### src/rtl/alu_arbiter.sv
// Two-requester arbiter/sequencer for the shared registered LC-3b ALU; owns the condition codes.
// Define ALU_ARB_FIXED_PRIO_EN for fixed priority (port 0 wins); default is round-robin.
module alu_arbiter #(
  parameter int WIDTH = 16
) (
  input  logic             clk,
  input  logic             reset,
  input  logic             req0_valid,
  output logic             req0_ready,
  input  logic [1:0]       req0_op,
  input  logic [1:0]       req0_shiftop,
  input  logic [3:0]       req0_amount,
  input  logic [WIDTH-1:0] req0_a,
  input  logic [WIDTH-1:0] req0_b,
  input  logic             req0_ldcc,
  input  logic             req1_valid,
  output logic             req1_ready,
  input  logic [1:0]       req1_op,
  input  logic [1:0]       req1_shiftop,
  input  logic [3:0]       req1_amount,
  input  logic [WIDTH-1:0] req1_a,
  input  logic [WIDTH-1:0] req1_b,
  input  logic             req1_ldcc,
  output logic [1:0]       alu_opval,
  output logic [1:0]       alu_shiftop,
  output logic [3:0]       alu_amount4,
  output logic [WIDTH-1:0] alu_a1,
  output logic [WIDTH-1:0] alu_a2,
  input  logic [WIDTH-1:0] alu_d,
  input  logic             alu_n,
  input  logic             alu_z,
  input  logic             alu_p,
  output logic             rsp_valid,
  output logic             rsp_id,
  output logic [WIDTH-1:0] rsp_data,
  output logic             cc_n,
  output logic             cc_z,
  output logic             cc_p
);

  typedef enum logic [1:0] {IDLE, ISSUE, CAPT} state_t;

  state_t state;
  logic   grant0, grant1;
  logic   hold_ldcc, hold_id;

`ifdef ALU_ARB_FIXED_PRIO_EN
  always_comb begin
    grant0 = req0_valid;
    grant1 = req1_valid & ~req0_valid;
  end
`else
  logic ptr;

  // ptr names the preferred requester; a lone valid requester wins regardless
  always_comb begin
    grant0 = req0_valid & (~req1_valid | ~ptr);
    grant1 = req1_valid & (~req0_valid | ptr);
  end

  always_ff @(posedge clk or posedge reset) begin
    if (reset)
      ptr <= 1'b0;
    else if (req0_ready | req1_ready)
      ptr <= req0_ready;
  end
`endif

  always_comb begin
    req0_ready = (state == IDLE) & grant0;
    req1_ready = (state == IDLE) & grant1;
  end

  // alu_* are the holding registers themselves, so they stay stable through ISSUE and CAPT
  always_ff @(posedge clk or posedge reset) begin
    if (reset) begin
      state       <= IDLE;
      alu_opval   <= '0;
      alu_shiftop <= '0;
      alu_amount4 <= '0;
      alu_a1      <= '0;
      alu_a2      <= '0;
      hold_ldcc   <= 1'b0;
      hold_id     <= 1'b0;
      rsp_valid   <= 1'b0;
      rsp_id      <= 1'b0;
      rsp_data    <= '0;
      cc_n        <= 1'b0;
      cc_z        <= 1'b1;
      cc_p        <= 1'b0;
    end else begin
      rsp_valid <= 1'b0;
      case (state)
        IDLE: begin
          if (req0_ready) begin
            alu_opval   <= req0_op;
            alu_shiftop <= req0_shiftop;
            alu_amount4 <= req0_amount;
            alu_a1      <= req0_a;
            alu_a2      <= req0_b;
            hold_ldcc   <= req0_ldcc;
            hold_id     <= 1'b0;
            state       <= ISSUE;
          end else if (req1_ready) begin
            alu_opval   <= req1_op;
            alu_shiftop <= req1_shiftop;
            alu_amount4 <= req1_amount;
            alu_a1      <= req1_a;
            alu_a2      <= req1_b;
            hold_ldcc   <= req1_ldcc;
            hold_id     <= 1'b1;
            state       <= ISSUE;
          end
        end
        ISSUE: state <= CAPT;
        CAPT: begin
          rsp_valid <= 1'b1;
          rsp_data  <= alu_d;
          rsp_id    <= hold_id;
          if (hold_ldcc) begin
            cc_n <= alu_n;
            cc_z <= alu_z;
            cc_p <= alu_p;
          end
          state <= IDLE;
        end
        default: state <= IDLE;
      endcase
    end
  end

endmodule

### config.mk
export PLATFORM = sky130hd
export DESIGN_NAME = alu_arbiter
export DESIGN_NICKNAME = d
export VERILOG_FILES = /design/src/rtl/alu_arbiter.sv
export SDC_FILE = /design/constraint.sdc
export NUM_CORES = 1
export LEC_CHECK = 0
export ABC_AREA = 1
export CAP_MARGIN = 20
export CELL_PAD_IN_SITES_DETAIL_PLACEMENT = 0
export CELL_PAD_IN_SITES_GLOBAL_PLACEMENT = 1
export CORE_UTILIZATION = 25
export DETAILED_ROUTE_END_ITERATION = 7
export HOLD_SLACK_MARGIN = 0.02
export PLACE_DENSITY = 0.73
export SYNTH_ARGS = -nofsm -noshare
export SYNTH_HDL_FRONTEND = slang
export SYNTH_SLANG_ARGS = --single-unit
export TNS_END_PERCENT = 10
### constraint.sdc
create_clock -name clk -period 2.1 [get_ports clk]
set_input_delay 0.315 -clock clk [delete_from_list [all_inputs] [get_ports clk]]
set_output_delay 0.315 -clock clk [all_outputs]
set_load 0.005 [all_outputs]
==> flow_summary.json <==
{
  "grt_pass1_wl_um": 17400,
  "hold_slack_ps": 365,
  "drive_gt1_share_pct": 5.31,
  "grt_max_degree": 85,
  "regArea_sq_um": 1650,
  "sw_frac_of_total_pct": 34.9,
  "vias": 3531,
  "multi_input_area_sq_um": 1280,
  "fin_crit_ps": 1980,
  "async_flop_share_pct": 100,
  "hpwlAfterDp_um": 7330,
  "syn_to_final_growth_pct": 62.6,
  "cp_max_fo": 3,
  "ant_nets": 0,
  "synth_area_leaders": "dfrtp_1 47%, nand2_1 15%, nand3_1 12%",
  "htreeDepth": 3,
  "place_area_sq_um": 5290,
  "worstPathArrival_ps": 1660,
  "coreArea_sq_um": 13300,
  "syn-num-nets": 569,
  "fin_crit_sh_pct": 94.2,
  "start_util_pct": 25.8,
  "switchingPower_mw": 2.49,
  "grt_util_all_layers_pct": 15.5,
  "clk_latency_ps": 320,
  "fin_worst_skew_ps": 9.56,
  "p_leak_nw": 2.85,
  "clk_path_buf_depth": 2,
  "ir_drop_v": 0.000391,
  "gp_congestion": 0.735,
  "yosysWarnings": 0,
  "worst_hold_path_type": "input pin to asynchronous set/reset pin",
  "cts_buffers": 9,
  "worstSetupPathType": "flip-flop to output port",
  "outcome": "completed",
  "drcViolationCount": 0,
  "clkTransAtPathRegs_ps": 50,
  "nets": 724,
  "relSlewSlack_pct": 66.5,
  "overflow": 0,
  "synthCells": 464,
  "clkPwrFrac_pct": 20.6,
  "grt_pass1_vias": 3569,
  "hold_violations": 0,
  "timing.fmax_mhz": 505,
  "synth_cell_types": 19,
  "worstMarginPinSlew_ps": 501,
  "fin_tns_setup_ps": 0,
  "syn_area_sq_um": 3430,
  "sequentialPowerShare_pct": 32.1,
  "ctsHoldBuffers": 0,
  "ys_ff_latch": 66,
  "rsz0062_at_grt": "false",
  "die_h_um": 119,
  "seq_area_frac_synth_pct": 48.1,
  "synth_edf_count": 0,
  "synth_common_cells": "140 x nand2_1, 89 x inv_1, 85 x nand3_1",
  "drtIter0Drc": 141,
  "num_io_pins": 168,
  "port_buffers": 167,
  "firstDrtPassIters": 6,
  "die_w_um": 119,
  "synthFlopType": "dfrtp_1",
  "worstSetupStartpointType": "flip-flop",
  "synthMostInstantiatedCell": "nand2_1",
  "synth_top_area_share_pct": 47.4,
  "rrSetupSlack_ps": 520,
  "powerDensity_nw_per_um2": 1280,
  "finalCoreUtilization_pct": 42.0,
  "fp.dieArea_sq_um": 14200,
  "drv_cap": 0,
  "via_per_inst": 4.41,
  "worstPathRequired_ps": 1780,
  "postCtsResizedCells": 0,
  "setup_viol": 0,
  "antenna_found_initial": 2,
  "cts_setup_buffers": 0,
  "cts_root_buf": "clkbuf_16",
  "cts_tree": "done",
  "internal-power_mw": 4.66,
  "yosysTopAreaCell": "dfrtp_1",
  "cp-end-kind": "output port",
  "num_rows": 42,
  "cts_sinks": 66,
  "syn_area_per_cell_sq_um": 7.40,
  "fillers": 1365,
  "combPwrFrac_pct": 47.2,
  "final_area_sq_um": 5590,
  "wirelength_um": 10500,
  "wire_per_inst_um": 13.2,
  "drv_slew": 0
}
[state kept, by name (all words and copies together) (netlist names), 2 cells and up]
| register | flops |
|---|---|
| alu_shiftop | 2 |
| alu_amount4 | 4 |
| alu_a1 | 16 |
| alu_opval | 2 |
| rsp_data | 16 |
| state | 2 |
| alu_a2 | 16 |
[path summary, 6_finish.rpt]
check                           start  cells after the start          to
max reg2reg                  state[0]                      7   alu_a1[2]
min                             reset                      2  alu_a1[13]
min in group clk           req0_valid                      4  alu_a1[15]
max in group asynchronous       reset                      3        cc_z
max                          state[0]                      4  req0_ready
min reg2reg                      cc_z                      2        cc_z
[critical path, stage by stage, from the launching register on]
cell	delay, ps
dfrtp_1	410
nor2_4	200
nand3_4	110
inv_1	120
clkdlybuf4s50_1	510
[per-layer routing]
layer,up-vias,GRT usage (%),wire length (um)
li1,1767,-,-
met1,1630,19.2,4700
met2,122,26.5,5050
met3,12,3.16,623
met4,0,5.85,151
met5,-,0,0
[per-stage QoR]
stage / power [mW] / setup WS [ps] / cells
2_1_floorplan: 3.88 / 132 / 464
3_3_place_gp: 5.68 / 131 / 784
3_5_place_dp: 5.74 / 58.3 / 784
4_1_cts: 7.28 / 103 / 798
5_1_grt: 7.72 / 51.6 / 798
6_report: 7.15 / 121 / 800
[cell type report]
class / count / share of cell area, %
Tap cell: 176 / 3.94
Sequential cell: 66 / 29.6
Timing Repair Buffer: 177 / 32.1
Inverter: 90 / 6.05
Clock inverter: 3 / 0.717
Multi-Input combinational cell: 275 / 23.0
Clock buffer: 11 / 4.53
Antenna cell: 2 / 0.0896
[cell families after synthesis]
| group | after synthesis | synth area share, % |
|---|---|---|
| AND/OR/NAND/NOR | 272 | 36.7 |
| buffers and inverters | 123 | 14.8 |
| flip-flops | 66 | 48.1 |
| AO/OA/AOI/OAI | 3 | 0.437 |
[power groups by stage]
| stage | combinational, mW | sequential, mW | clock [mW] |
|---|---|---|---|
| 2_1_floorplan | 1.57 | 2.31 | 0 |
| 3_3_place_gp | 3.37 | 2.30 | 0 |
| 3_5_place_dp | 3.44 | 2.30 | 0 |
| 4_1_cts | 3.45 | 2.30 | 1.53 |
| 5_1_grt | 3.77 | 2.38 | 1.58 |
| 6_report | 3.38 | 2.30 | 1.48 |
[layout by cell type, fill, tap and decap left out, types with 4 or more instances in the layout]
| cell | instances |
|---|---|
| dfrtp_1 | 65 |
| clkdlybuf4s50_1 | 166 |
| nand3_1 | 85 |
| nand2_1 | 139 |
| buf_12 | 4 |
| inv_1 | 88 |
| buf_4 | 6 |
| nand4_1 | 41 |
| clkbuf_16 | 9 |
Note: power is estimated with default switching activity, not from simulation.
